File: src/rtl/bomber_pkg.sv
// Shared definitions for the Bomberman player position logic: key bit positions,
// coordinate type, mover FSM states and default video timing.
package bomber_pkg;

  // Each player's key nibble is active-low {left, up, down, right}
  localparam int KEY_RIGHT = 0;
  localparam int KEY_DOWN  = 1;
  localparam int KEY_UP    = 2;
  localparam int KEY_LEFT  = 3;

  localparam int COORD_W_DEF = 11;
  localparam int HACTIVE_DEF = 800;
  localparam int VACTIVE_DEF = 600;

  typedef logic signed [COORD_W_DEF-1:0] coord_t;

  typedef enum logic [1:0] {
    LOCK   = 2'd0,
    COUNT  = 2'd1,
    UPDATE = 2'd2,
    DONE   = 2'd3
  } state_t;

endpackage

File: src/rtl/player_mover_if.sv
// Frame-sync, key and position bundle between the input block, the mover and the renderer.
// With PLAYER_SPEED_EN defined the bundle also carries a 2-bit speed code per player.
interface player_mover_if #(
  parameter int N_PLAYERS = 2,
  parameter int COORD_W   = 11
);
  logic                         SOF;
  logic                         EOF;
  logic [4*N_PLAYERS-1:0]       keys;
  logic [N_PLAYERS-1:0]         alive;
`ifdef PLAYER_SPEED_EN
  logic [2*N_PLAYERS-1:0]       speed;
`endif
  logic [N_PLAYERS*COORD_W-1:0] pos_x;
  logic [N_PLAYERS*COORD_W-1:0] pos_y;
  logic [N_PLAYERS-1:0]         moved;
  logic                         frame_done;

  modport master (
    output SOF, EOF, keys, alive,
`ifdef PLAYER_SPEED_EN
    output speed,
`endif
    input  pos_x, pos_y, moved, frame_done
  );

  modport slave (
    input  SOF, EOF, keys, alive,
`ifdef PLAYER_SPEED_EN
    input  speed,
`endif
    output pos_x, pos_y, moved, frame_done
  );
endinterface

File: src/rtl/axis_step.sv
// One coordinate axis: applies +step/-step from two buttons and saturates to [0, max_pos].
module axis_step #(
  parameter int COORD_W = 11
) (
  input  logic signed [COORD_W-1:0] pos,
  input  logic                      plus,
  input  logic                      minus,
  input  logic signed [COORD_W-1:0] step,
  input  logic signed [COORD_W-1:0] max_pos,
  output logic signed [COORD_W-1:0] new_pos,
  output logic                      changed
);
  logic signed [COORD_W:0] sum;

  // Sum is one bit wider so the edge cases never wrap before saturation
  function automatic logic signed [COORD_W-1:0] sat(input logic signed [COORD_W:0] v,
                                                    input logic signed [COORD_W-1:0] hi);
    if (v[COORD_W])
      return '0;
    else if (v > $signed({hi[COORD_W-1], hi}))
      return hi;
    else
      return v[COORD_W-1:0];
  endfunction

  always_comb begin
    sum = $signed({pos[COORD_W-1], pos});
    if (plus && !minus)
      sum = sum + $signed({step[COORD_W-1], step});
    else if (minus && !plus)
      sum = sum - $signed({step[COORD_W-1], step});
    new_pos = sat(sum, max_pos);
    changed = (new_pos != pos);
  end
endmodule

File: src/rtl/player_mover.sv
// Per-frame position controller for up to four players; moves each sprite once per vertical
// blanking, one player per cycle. Define PLAYER_SPEED_EN to enable per-player speed codes.
module player_mover
  import bomber_pkg::*;
#(
  parameter int N_PLAYERS = 2,
  parameter int COORD_W   = 11,
  parameter int HACTIVE   = HACTIVE_DEF,
  parameter int VACTIVE   = VACTIVE_DEF,
  parameter int SPRITE_W  = 32,
  parameter int SPRITE_H  = 32,
  parameter int STEP      = 1,
  parameter int TICK_DLY  = 3000,
  parameter int START_X   = 32,
  parameter int START_Y   = 32
) (
  input logic           clk,
  input logic           reset,
  player_mover_if.slave bus
);
  localparam int XMAX  = HACTIVE - SPRITE_W;
  localparam int YMAX  = VACTIVE - SPRITE_H;
  localparam int CNT_W = $clog2(TICK_DLY + 1);

  typedef logic signed [COORD_W-1:0] crd_t;

  localparam crd_t             XMAX_C   = crd_t'(XMAX);
  localparam crd_t             YMAX_C   = crd_t'(YMAX);
  localparam logic [1:0]       LAST     = 2'(N_PLAYERS - 1);
  localparam logic [CNT_W-1:0] CNT_LAST = CNT_W'(TICK_DLY - 1);

  state_t               state, state_n;
  logic [CNT_W-1:0]     cnt, cnt_n;
  logic [1:0]           idx, idx_n;
  logic                 upd, done_n;
  crd_t                 px [N_PLAYERS];
  crd_t                 py [N_PLAYERS];
  crd_t                 cur_x, cur_y, new_x, new_y, step;
  logic [3:0]           cur_key;
  logic                 cur_alive, chg_x, chg_y;
  logic [N_PLAYERS-1:0] moved_q;
  logic                 frame_done_q;

  // Players start in the four corners, inset by START_X/START_Y
  function automatic crd_t reset_x(input int i);
    return crd_t'((i == 1 || i == 2) ? XMAX - START_X : START_X);
  endfunction

  function automatic crd_t reset_y(input int i);
    return crd_t'((i == 1 || i == 3) ? YMAX - START_Y : START_Y);
  endfunction

  always_comb begin
    cur_x     = '0;
    cur_y     = '0;
    cur_key   = '1;
    cur_alive = 1'b0;
    step      = crd_t'(STEP);
    for (int i = 0; i < N_PLAYERS; i++) begin
      if (idx == 2'(i)) begin
        cur_x     = px[i];
        cur_y     = py[i];
        cur_key   = bus.keys[4*i +: 4];
        cur_alive = bus.alive[i];
`ifdef PLAYER_SPEED_EN
        step      = crd_t'(STEP) << bus.speed[2*i +: 2];
`endif
      end
    end
  end

  axis_step #(.COORD_W(COORD_W)) u_axis_x (
    .pos(cur_x), .plus(~cur_key[KEY_RIGHT]), .minus(~cur_key[KEY_LEFT]),
    .step(step), .max_pos(XMAX_C), .new_pos(new_x), .changed(chg_x)
  );

  axis_step #(.COORD_W(COORD_W)) u_axis_y (
    .pos(cur_y), .plus(~cur_key[KEY_DOWN]), .minus(~cur_key[KEY_UP]),
    .step(step), .max_pos(YMAX_C), .new_pos(new_y), .changed(chg_y)
  );

  always_ff @(posedge clk or posedge reset) begin
    if (reset) begin
      state <= LOCK;
      cnt   <= '0;
      idx   <= '0;
    end else begin
      state <= state_n;
      cnt   <= cnt_n;
      idx   <= idx_n;
    end
  end

  // SOF has priority everywhere: it aborts a frame in progress and wins over a same-cycle EOF
  always_comb begin
    state_n = state;
    cnt_n   = cnt;
    idx_n   = idx;
    upd     = 1'b0;
    done_n  = 1'b0;
    case (state)
      LOCK: begin
        if (bus.EOF && !bus.SOF) begin
          state_n = COUNT;
          cnt_n   = '0;
        end
      end
      COUNT: begin
        if (bus.SOF) begin
          state_n = LOCK;
        end else if (cnt == CNT_LAST) begin
          state_n = UPDATE;
          idx_n   = '0;
        end else begin
          cnt_n = cnt + 1'b1;
        end
      end
      UPDATE: begin
        if (bus.SOF) begin
          state_n = LOCK;
        end else begin
          upd = 1'b1;
          if (idx == LAST) begin
            state_n = DONE;
            done_n  = 1'b1;
          end else begin
            idx_n = idx + 1'b1;
          end
        end
      end
      DONE: begin
        if (bus.SOF)
          state_n = LOCK;
      end
      default: state_n = LOCK;
    endcase
  end

  always_ff @(posedge clk or posedge reset) begin
    if (reset) begin
      for (int i = 0; i < N_PLAYERS; i++) begin
        px[i] <= reset_x(i);
        py[i] <= reset_y(i);
      end
      moved_q      <= '0;
      frame_done_q <= 1'b0;
    end else begin
      moved_q      <= '0;
      frame_done_q <= done_n;
      if (upd && cur_alive && (chg_x || chg_y)) begin
        for (int i = 0; i < N_PLAYERS; i++) begin
          if (idx == 2'(i)) begin
            px[i]      <= new_x;
            py[i]      <= new_y;
            moved_q[i] <= 1'b1;
          end
        end
      end
    end
  end

  always_comb begin
    bus.pos_x = '0;
    bus.pos_y = '0;
    for (int i = 0; i < N_PLAYERS; i++) begin
      bus.pos_x[i*COORD_W +: COORD_W] = px[i];
      bus.pos_y[i*COORD_W +: COORD_W] = py[i];
    end
  end

  assign bus.moved      = moved_q;
  assign bus.frame_done = frame_done_q;
endmodule

File: src/flat_wrapper.sv
// flat-port wrapper written by rule: the top's interface ports become plain ports
module player_mover_flat import bomber_pkg::*;
#(
  parameter int N_PLAYERS = 2,
  parameter int COORD_W   = 11,
  parameter int HACTIVE   = HACTIVE_DEF,
  parameter int VACTIVE   = VACTIVE_DEF,
  parameter int SPRITE_W  = 32,
  parameter int SPRITE_H  = 32,
  parameter int STEP      = 1,
  parameter int TICK_DLY  = 3000,
  parameter int START_X   = 32,
  parameter int START_Y   = 32
)
  (clk, reset, bus_SOF, bus_EOF, bus_keys, bus_alive, bus_pos_x, bus_pos_y, bus_moved, bus_frame_done);
  player_mover_if #(.N_PLAYERS(N_PLAYERS), .COORD_W(COORD_W)) bus_i ();
  input logic clk;
  input logic reset;
  input wire logic [$bits(bus_i.SOF)-1:0] bus_SOF;
  input wire logic [$bits(bus_i.EOF)-1:0] bus_EOF;
  input wire logic [$bits(bus_i.keys)-1:0] bus_keys;
  input wire logic [$bits(bus_i.alive)-1:0] bus_alive;
  output wire logic [$bits(bus_i.pos_x)-1:0] bus_pos_x;
  output wire logic [$bits(bus_i.pos_y)-1:0] bus_pos_y;
  output wire logic [$bits(bus_i.moved)-1:0] bus_moved;
  output wire logic [$bits(bus_i.frame_done)-1:0] bus_frame_done;
  assign bus_i.SOF = bus_SOF;
  assign bus_i.EOF = bus_EOF;
  assign bus_i.keys = bus_keys;
  assign bus_i.alive = bus_alive;
  assign bus_pos_x = bus_i.pos_x;
  assign bus_pos_y = bus_i.pos_y;
  assign bus_moved = bus_i.moved;
  assign bus_frame_done = bus_i.frame_done;
  player_mover #(.N_PLAYERS(N_PLAYERS), .COORD_W(COORD_W), .HACTIVE(HACTIVE), .VACTIVE(VACTIVE), .SPRITE_W(SPRITE_W), .SPRITE_H(SPRITE_H), .STEP(STEP), .TICK_DLY(TICK_DLY), .START_X(START_X), .START_Y(START_Y)) u_core (.clk(clk), .reset(reset), .bus(bus_i));
endmodule
File: config.mk
export PLATFORM = sky130hd
export DESIGN_NAME = player_mover_flat
export DESIGN_NICKNAME = d
export VERILOG_FILES = /design/src/rtl/bomber_pkg.sv /design/src/rtl/player_mover_if.sv /design/src/rtl/axis_step.sv /design/src/rtl/player_mover.sv /design/src/flat_wrapper.sv
export SDC_FILE = /design/constraint.sdc
export NUM_CORES = 1
export LEC_CHECK = 0
export BUFFER_PORTS_ARGS = -buffer_cell sky130_fd_sc_hd__buf_4
export CORE_MARGIN = 4
export CORE_UTILIZATION = 30
export DETAILED_ROUTE_END_ITERATION = 7
export SETUP_SLACK_MARGIN = 0.05
export SLEW_MARGIN = 20
export SYNTH_ARGS = -nofsm -noshare
export SYNTH_HDL_FRONTEND = slang
export SYNTH_HIERARCHICAL = 1
export SYNTH_SLANG_ARGS = --single-unit
File: constraint.sdc
create_clock -name clk -period 11.9 [get_ports clk]
set_clock_uncertainty 0.1 [all_clocks]
set_input_delay 2.38 -clock clk [delete_from_list [all_inputs] [get_ports clk]]
set_output_delay 2.38 -clock clk [all_outputs]
set_load 0.1 [all_outputs]
=== Word-level counts from Yosys, hierarchy flattened ===
Index checks and enable logic that the tools add are counted.

* Memories kept: 0
* Bits of input ports: 14
* Bits in latches: 0
* Register bits: 63
* Bits in read-only memories: 0
* Bits in writable memories: 0

* $add $sub $neg: 6
* Reductions and logical operators: 18
* Equality and inequality tests: 16
* Bitwise operators: 4
* Multiply operators: 0
* Divide/modulo/power cells: 0
* $lt $le $gt $ge: 2
* Multiplexer cells: 39
* Shift operators: 0

{| class="wikitable"
|+ Operators by type and width
! kind !! count
|-
| $mux W11 || 8
|-
| $mux W12 || 7
|-
| $add A11 B2 Y12 const B || 2
|-
| $gt A12 B11 Y1 const B || 2
|-
| $pmux W12 S2 || 1
|-
| $sub A11 B2 Y12 const B || 2
|-
| $mux W2 || 11
|-
| $ne A11 B11 Y1 || 2
|-
| $add A12 B1 Y12 const B || 1
|-
| $eq A12 B12 Y1 const B || 1
|-
| $ne A2 B2 Y1 const B || 5
|-
| $mux W1 || 8
|-
| $mux W4 || 2
|-
| $pmux W2 S4 || 1
|-
| $reduce_and A4 Y1 || 2
|-
| $logic_and A1 B1 Y1 || 7
|-
| $ne A3 B2 Y1 const B || 2
|-
| $reduce_and A5 Y1 || 1
|-
| $eq A2 B1 Y1 const B || 2
|-
| $eq A2 B2 Y1 const B || 2
|-
| $logic_not A2 Y1 || 2
|-
| $ne A2 B1 Y1 const B || 2
|-
| $not A1 Y1 || 4
|-
| $pmux W2 S2 || 1
|-
| other kinds (5) || 7
|}

=== Depth between registers and ports, before layout ===
Gate-level depths: netlist of run 1.

* Word-level depth: 14
* Depth in mapped cells: 35

=== Hierarchy ===
Netlist of run 1, hierarchy kept.

{| class="wikitable"
|+ By module, submodules not included
! module !! instances !! area an instance (µm²) !! sequential area each (µm²) !! cells an instance
|-
| player_mover || 1 || 3180.6 || 1587.8 || 301
|-
| axis_step (u_core.u_axis_x) || 1 || 2364.8 || 0.0 || 350
|-
| axis_step (u_core.u_axis_y) || 1 || 2244.7 || 0.0 || 327
|}

=== Worst setup path after synthesis of run 1 ===
No wires, ideal clock.

* Kind: input to register
* From: input bus_keys[7]
* To: register u_core.px (netlist bit u_core/bus.pos_x[10])
* Arrival time: 7.160 ns
* Library setup time: 0.126 ns
* Stages: 25
* Slack: 4.514 ns
* Required time: 11.674 ns
* Path through: o22ai_1 -> buf_2 -> nand2b_1 -> clkbuf_1 -> a2111oi_0 -> a311oi_2 -> nand3_4 -> inv_6 -> buf_4 -> ha_1 -> and4_1 -> nand3_1 -> a221oi_2 -> o21ai_1 -> buf_2 -> a211o_1 -> a2111oi_2 -> a221oi_1 -> nor4_1 -> nand3_1 -> nor2_1 -> nor2_1 -> nand3_1 -> buf_2 -> mux2_2

* Word-level cells in the longest chain between the ends: 12
* Elaborated cells between the ends (all ways): 13
* Classes of those cells: 1 x order compare; 1 x eq/ne; 5 x mux; 1 x bitwise; 5 x reduce/logical

{| class="wikitable"
|+ RTL lines
! item !! line !! text
|-
| start: declaration || flat_wrapper.sv:21 || <nowiki>input wire logic [$bits(bus_i.keys)-1:0] bus_keys;</nowiki>
|-
| $mux W4 (*) || player_mover.sv:60 || <nowiki>if (idx == 2'(i)) begin</nowiki>
|-
| $not A1 Y1 || player_mover.sv:73 || <nowiki>.pos(cur_x), .plus(~cur_key[KEY_RIGHT]), .minus(~cur_key[KEY_LEFT]),</nowiki>
|-
| $logic_and A1 B1 Y1 || axis_step.sv:30 || <nowiki>else if (minus && !plus)</nowiki>
|-
| $mux W12 || axis_step.sv:30 ||
|-
| $mux W12 (*) || axis_step.sv:28 || <nowiki>if (plus && !minus)</nowiki>
|-
| $gt A12 B11 Y1 || axis_step.sv:20 || <nowiki>else if (v > $signed({hi[COORD_W-1], hi}))</nowiki>
|-
| $mux W11 || axis_step.sv:20 ||
|-
| $mux W11 (*) || axis_step.sv:18 || <nowiki>if (v[COORD_W])</nowiki>
|-
| $ne A11 B11 Y1 (*) || axis_step.sv:33 || <nowiki>changed = (new_pos != pos);</nowiki>
|-
| named net u_core.chg_x || player_mover.sv:40 || <nowiki>logic cur_alive, chg_x, chg_y;</nowiki>
|-
| $logic_or A1 B1 Y1 (*) || player_mover.sv:150 || <nowiki>if (upd && cur_alive && (chg_x || chg_y)) begin</nowiki>
|-
| $logic_and A1 B1 Y1 (*) || player_mover.sv:150 ||
|-
| $reduce_and A2 Y1 (no source line) (*) || -- ||
|-
| end signal: indexed assignment || player_mover.sv:142 || <nowiki>px[i] <= reset_x(i);</nowiki>
|-
| end signal: indexed assignment || player_mover.sv:153 || <nowiki>px[i] <= new_x;</nowiki>
|-
| end: declaration || player_mover.sv:36 || <nowiki>crd_t px [N_PLAYERS];</nowiki>
|}

The timed path passes the listed nets; every way through them passes the cells marked *.
A chain may end at the register's enable or synchronous reset.

=== Worst setup path in the final report of run 1 ===
* From: register u_core.idx[1]
* To: register u_core.px (netlist bit u_core/bus.pos_x[21])

* Elaborated cells between the ends (all ways): 38
* Classes of those cells: 4 x add/sub; 2 x order compare; 3 x eq/ne; 16 x mux; 4 x bitwise; 9 x reduce/logical

{| class="wikitable"
|+ RTL lines
! item !! line !! text
|-
| start: declaration || player_mover.sv:34 || <nowiki>logic [1:0] idx, idx_n;</nowiki>
|-
| start signal: assignment || player_mover.sv:90 || <nowiki>idx <= idx_n;</nowiki>
|-
| $logic_not A2 Y1 || player_mover.sv:60 ||
|-
| $mux W11 || player_mover.sv:60 ||
|-
| $mux W11 (*) || player_mover.sv:60 ||
|-
| named net u_core.cur_x[0] || player_mover.sv:38 || <nowiki>crd_t cur_x, cur_y, new_x, new_y, step;</nowiki>
|-
| $sub A11 B2 Y12 || axis_step.sv:31 || <nowiki>sum = sum - $signed({step[COORD_W-1], step});</nowiki>
|-
| $mux W12 || axis_step.sv:30 ||
|-
| $mux W12 || axis_step.sv:28 ||
|-
| $gt A12 B11 Y1 || axis_step.sv:20 ||
|-
| $mux W11 || axis_step.sv:20 ||
|-
| $mux W11 || axis_step.sv:18 ||
|-
| $ne A11 B11 Y1 (*) || axis_step.sv:33 ||
|-
| named net u_core.chg_x || player_mover.sv:40 ||
|-
| $logic_or A1 B1 Y1 (*) || player_mover.sv:150 ||
|-
| $logic_and A1 B1 Y1 (*) || player_mover.sv:150 ||
|-
| $reduce_and A2 Y1 (no source line) (*) || -- ||
|}

Marks and branches as above.

==> metrics.txt, run 1 <==
Hold Path Class reg -> reg; # resized after CTS 0; first-iteration detailed-routing DRC count 552; post-synthesis xor/xnor area fraction 0.0101; Ant. Diodes 0; post-route ant nets 0; max-cap violation count 0; Tot GR Track Use 0.157; final core occ 0.365; Final Net Count around 1200; cells after synthesis just under 1000; Place WS between 2000 and 3000 ps; register bit total from synthesis 63; Die Wd between 150 and 200 um; gr ovfl total 0; adder-cell area share of the yosys netlist 0.124; mux share of post-synthesis cell area 0.0885; RD Place Congestion 0.915; clk root buf clkbuf_16; Die ar. around 0.029 mm^2; Post-synth ARST share 1.00; Setup WS post-layout around 3300 ps; area share of and/or/nand/nor cells after synthesis 0.232; largest net degree at the start of global routing between 60 and 70; RSZ-0062 raised after global routing no; Area contributors post-synth dfrtp_1 (17%), ha_1 (11%), mux2_2 (6.6%); Crit. End Element flip-flop; dominant cell type by area after synthesis dfrtp_1; clk slew on worst S/H paths 50 ps; Slew HR 0.358; post-synth top area share 0.173; # DRC 0; TNS Setup 0 ps; Worst Reg2Reg Path Length in Cells 27; Clock Latency Late Sink 330 ps; worst hold path depth 1; Hold Slack 415 ps; startpoint types flip-flop; Syn. warnings 6; Mapped Avg Cell Area ~8.0 um^2; CP required between 10000 and 15000 ps; clock tree sinks 63; Arr. time, crit path 8700 ps; FMAX about 0.12 GHz; Setup CP Type reg -> reg; layout cell share with drive strength beyond 1 0.174; Max rail drop VDD about 0.09 mV; Post-synth EDFFs 0; crit share post-route 0.722; Synth Flop Type dfrtp_1; P&R area growth vs syn 18.9%; HPWL Detailed about 18 mm; cts hold-fix bufs 0; Leakage 4.16 nW; I/O Buffers 60; Pwr per Cell Area ~95 mW/mm^2; Slew Viols, Final 0; minimum clock period 8590 ps; Initial Util 0.307; DR WL/cell between 15 and 20 um; Synth cell types 103; post-DR vias/cell roughly 5.2; core area between 0.02 and 0.03 mm^2; mapped cell area between 0.007 and 0.008 mm^2; top post-synthesis cells by count inv_1 (83), nand2_1 (83), nor2_1 (79); CTS tree done; chip height about 170 um; crit-path max FO 50; CTS H-tree depth 3; Synth Area in Compound Gates 0.267; hold violation count in the final report 0; # Post-CTS Setup Buffers 0; run status finished, final reports clean; Vias approximately 7600; Seq/Total Area, Yosys 0.204; DRT Wirelength about 23 mm; Worst-Margin Slew 960 ps; Setup violations, final 0; main combinational cell family by area after synthesis compound AO/OA/AOI/OAI gates; Pre-antenna DRT Iters 5; initial antenna violation count 0; CTS buffer count 9; # IOs around 60; vias in the first global route roughly 7100; clock tree buffer depth 2; first-pass GRT wire length between 30 and 40 mm; Cell Rows slightly below 60
## worst paths after layout
path,slack [ps],end,startpoint
hold / removal,410,u_core/cnt[10]$_DFFE_PP0P_,u_core/cnt[10]$_DFFE_PP0P_
min in group asynchronous,2190,u_core/bus.pos_x[12]$_DFFE_PP0P_,reset
hold reg to reg,410,u_core/cnt[10]$_DFFE_PP0P_,u_core/cnt[10]$_DFFE_PP0P_
setup / recovery,3310,u_core/bus.pos_x[21]$_DFFE_PP0P_,u_core/idx[1]$_DFFE_PP0P_
setup reg to reg,3310,u_core/bus.pos_x[21]$_DFFE_PP0P_,u_core/idx[1]$_DFFE_PP0P_
max in group asynchronous,8980,u_core/bus.pos_x[7]$_DFFE_PP0P_,reset
## per-layer routing
layer | global-route usage | wire [um]
met5 | 0 | 0
met4 | 0.0305 | 276
met3 | 0.0182 | 988
met2 | 0.249 | 10200
met1 | 0.232 | 11400
## layout by cell type, fill, tap and decap left out, drive strengths merged, types with 8 or more instances in the layout
cell type  Yosys  routed
nor2          81      81
dfrtp         54      54
nand4         14      14
or4            8       8
nand2         83      83
conb           2      92
clkbuf        22      11
a22oi          8       8
a31oi         16      16
a21o          16      16
mux2          47      47
inv           84      84
nand3         28      28
dfstp          9       9
ha            71      71
o211ai        11      11
nor4          14      14
nor2b         20      20
o22ai         14      14
mux2i         16      16
a211oi        17      17
o21ai         59      59
nand2b        21      21
nor3          26      26
buf           29      85
a21oi         63      63
o31ai          8       8
## where the power goes
part	internal, mW	switching (mW)	leakage, nW	total [mW]
sequential	0.227	0.0166	0.830	0.243
clock	0.189	0.0953	0.148	0.284
combinational	0.127	0.227	3.18	0.354
total	0.543	0.339	4.16	0.881
## cell families (layout without fill, tap and decap cells)
group / Yosys count / in the layout
AOI/OAI and AO/OA: 290 / 290
muxes: 63 / 63
adders and majority gates: 75 / 75
other: 2 / 92
xor gates and xnor gates: 9 / 9
and+or+nand+nor: 341 / 341
DFF: 63 / 63
buffers and inverters: 135 / 185
## per-stage QoR
step	instance area (um^2)	std cells	total power, mW
after floorplan	8130	1068	0.520
after CTS	9260	1448	0.881
after global placement	8930	1432	0.591
after detailed placement	8930	1432	0.593
after global routing	9270	1448	0.938
final	9270	1448	0.881
## registers in the layout, indices dropped and copies added (netlist names)
register / count
u_core/cnt: 12
u_core/bus.pos_y: 22
u_core/bus.moved: 2
u_core/bus.frame_done: 1
u_core/idx: 2
u_core/bus.pos_x: 22
u_core/state: 2
## area by class of cell
| type | instances | area [um^2] |
|---|---|---|
| sequential | 63 | 1590 |
| timing repair buffer | 85 | 638 |
| fill | 2729 | 16100 |
| clock inverter | 5 | 82.6 |
| multi-input combinational | 870 | 5980 |
| clock buffer | 11 | 243 |
| tap | 330 | 413 |
| inverter | 84 | 320 |
## worst max-delay path, cell delays in order, from the launching register on
cell      delay (ps)
dfrtp_1          400
inv_1             80
ha_2             750
o21ai_0          510
inv_1            230
ha_1             240
inv_1             70
fa_1             430
nand3_1          120
a21oi_1           90
o31ai_1          460
o31ai_1          140
mux2_2           290
nor3_1           590
ha_1             370
and4_1           210
a22oi_1          160
nand3_1          210
o21ai_1          770
mux2i_1          300
xor2_1           200
a311oi_1         340
nor4_1           110
nand3_1           90
nor2_1            40
nor2_1           130
and3_2           620
mux2_2           400
Power figures use the tool's default switching activity.
==> run 2, diff against run 1 <==
--- a/config.mk
+++ b/config.mk
@@ -5,6 +5,7 @@
 export SDC_FILE = /design/constraint.sdc
 export NUM_CORES = 1
 export LEC_CHECK = 0
+export ABC_AREA = 1
 export BUFFER_PORTS_ARGS = -buffer_cell sky130_fd_sc_hd__buf_4
 export CORE_MARGIN = 4
 export CORE_UTILIZATION = 30
==> constraint.sdc (replaced) <==
create_clock -name clk -period 7 [get_ports clk]
set_clock_uncertainty 0.1 [all_clocks]
set_input_delay 1.4 -clock clk [delete_from_list [all_inputs] [get_ports clk]]
set_output_delay 1.4 -clock clk [all_outputs]
set_load 0.1 [all_outputs]
==> metrics.txt, run 2 <==
CTS H-tree depth 3; first-iteration detailed-routing DRC count 651; hold violation count in the final report 0; commonest non-fill, non-tap cell in the layout nand2_1; gr ovfl total 0; layout cell share with drive strength beyond 1 0.123; Setup CP Type reg -> reg; most used cell, CP nand2_1; Vias around 8400; vias in the first global route between 7000 and 8000; Crit. End Element flip-flop; P&R area growth vs syn 14.8%; startpoint types flip-flop; Setup crit start u_core/idx[0]$_DFFE_PP0P_; slowest stage delay, CP approximately 500 ps; RSZ-0062 raised after global routing no; # resized after CTS 0; post-synth top area share 0.209; max-cap violation count 0; clock tree sinks 63; post-route ant nets 0; register bit total from synthesis 63; mapped cell area approximately 0.0081 mm^2; Pre-antenna DRT Iters 6; core area around 0.026 mm^2; crit-path max FO 45; largest net degree at the start of global routing 64; Synth Flop Type dfrtp_1; CP required between 7000 and 8000 ps; minimum clock period ~6200 ps; crit share post-route 0.892; Synth cell types 43; Slew HR 0.454; cells after synthesis about 1300; dominant cell type by area after synthesis nand2_1; Arr. time, crit path around 6400 ps; Setup violations, final 0; run status finished, final reports clean; most frequent cells in the layout nand2_1 (452), inv_1 (236), nand3_1 (137); Area contributors post-synth nand2_1 (21%), dfrtp_1 (17%), inv_1 (11%); CTS buffer count 9; chip height between 150 and 200 um; clk root buf clkbuf_16; # DRC 0; crit path max-delay cell type nand3_4; HPWL Detailed roughly 20 mm; CTS tree done; I/O Buffers 60; Cell Rows just under 60; top-count cell post-synth nand2_1; worst hold path startpoint u_core/idx[1]$_DFFE_PP0P_; Post-synth ARST share 1.00; Hold Slack ~380 ps; Hold Path Class reg -> reg; RD Place Congestion about 0.9; clock tree buffer depth 2; RR Startpoint u_core/idx[0]$_DFFE_PP0P_; multi-input logic area between 0.005 and 0.006 mm^2; DR WL/cell 13.6 um; Tot GR Track Use 0.161; DRT Wirelength roughly 25 mm; clk slew on worst S/H paths about 50 ps; FMAX between 0.15 and 0.2 GHz; register area between 0.0015 and 0.002 mm^2; Worst-Margin Slew approximately 800 ps; cts hold-fix bufs 0; Slew Viols, Final 0; top post-synthesis cells by count nand2_1 (452), inv_1 (237), nand3_1 (137); Syn. warnings 6; TNS Setup 0 ps; Clock Latency Late Sink between 300 and 400 ps; Mapped Avg Cell Area approximately 6.0 um^2; R2R setup slack approximately 750 ps; Final Net Count 1550; Die Wd between 150 and 200 um; Initial Util 0.308; Post-synth EDFFs 0; # Post-CTS Setup Buffers 0; initial antenna violation count 0; # IOs just over 60; Seq/Total Area, Yosys 0.195; post-DR vias/cell between 4 and 5; Fillers between 2000 and 3000; Ant. Diodes 0; first-pass GRT wire length approximately 40 mm; Die ar. 0.0298 mm^2
run 2: cell type report:
class / count / area share
Inverter: 250 / 0.101
Sequential cell: 63 / 0.170
Timing Repair Buffer: 67 / 0.0540
Multi-Input combinational cell: 1070 / 0.600
Tap cell: 335 / 0.0450
Clock buffer: 13 / 0.0279
Clock inverter: 3 / 0.00188
run 2: logic make-up after synthesis:
family                   Yosys count  synth area share
other                              2          0.000925
AND/OR/NAND/NOR                  767             0.420
XOR/XNOR                           9           0.00970
flip-flops                        63             0.195
adder cells (fa/ha/maj)           75             0.119
buffers and inverters            291             0.151
AO/OA/AOI/OAI                    140             0.104
run 2: worst max-delay path, delay by kind of cell, from the launching register on:
family | cells | cell delay [ps]
flops | 1 | 400
simple gates | 18 | 3320
buf+inv | 6 | 950
compound gates | 3 | 590
fa+ha+maj | 2 | 750
run 2: stage by stage:
stage | cell area (um^2) | util | worst slack, ps | instances
finish | 9320 | 0.354 | 753 | 1801
global route | 9320 | 0.354 | 143 | 1801
CTS | 9320 | 0.354 | 789 | 1801
detailed placement | 9040 | 0.343 | 791 | 1785
global placement | 9040 | 0.343 | 853 | 1785
floorplan | 8410 | - | 1760 | 1424
run 2: path summary, 6_finish.rpt:
check | to | cells past startpoint
max | u_core/bus.pos_x[15]$_DFFE_PP0P_ | 29
min | u_core/idx[1]$_DFFE_PP0P_ | 2
max reg2reg | u_core/bus.pos_x[15]$_DFFE_PP0P_ | 29
min reg2reg | u_core/idx[1]$_DFFE_PP0P_ | 2
max in group asynchronous | u_core/bus.pos_x[13]$_DFFE_PP0P_ | 3
min in group asynchronous | u_core/bus.pos_y[16]$_DFFE_PP0P_ | 3
run 2: layer usage:
metal | global-route usage | vias to the layer above | share of wire
met1 | 0.219 | 3796 | 0.46
met4 | 0.0379 | 0 | 0.018
met2 | 0.279 | 223 | 0.47
met5 | 0 | - | 0
met3 | 0.0135 | 28 | 0.050
li1 | - | 4362 | -
Power of run 2 is not shown: default switching activity piles up to over one toggle a cycle in this logic, so the estimate is an artifact.
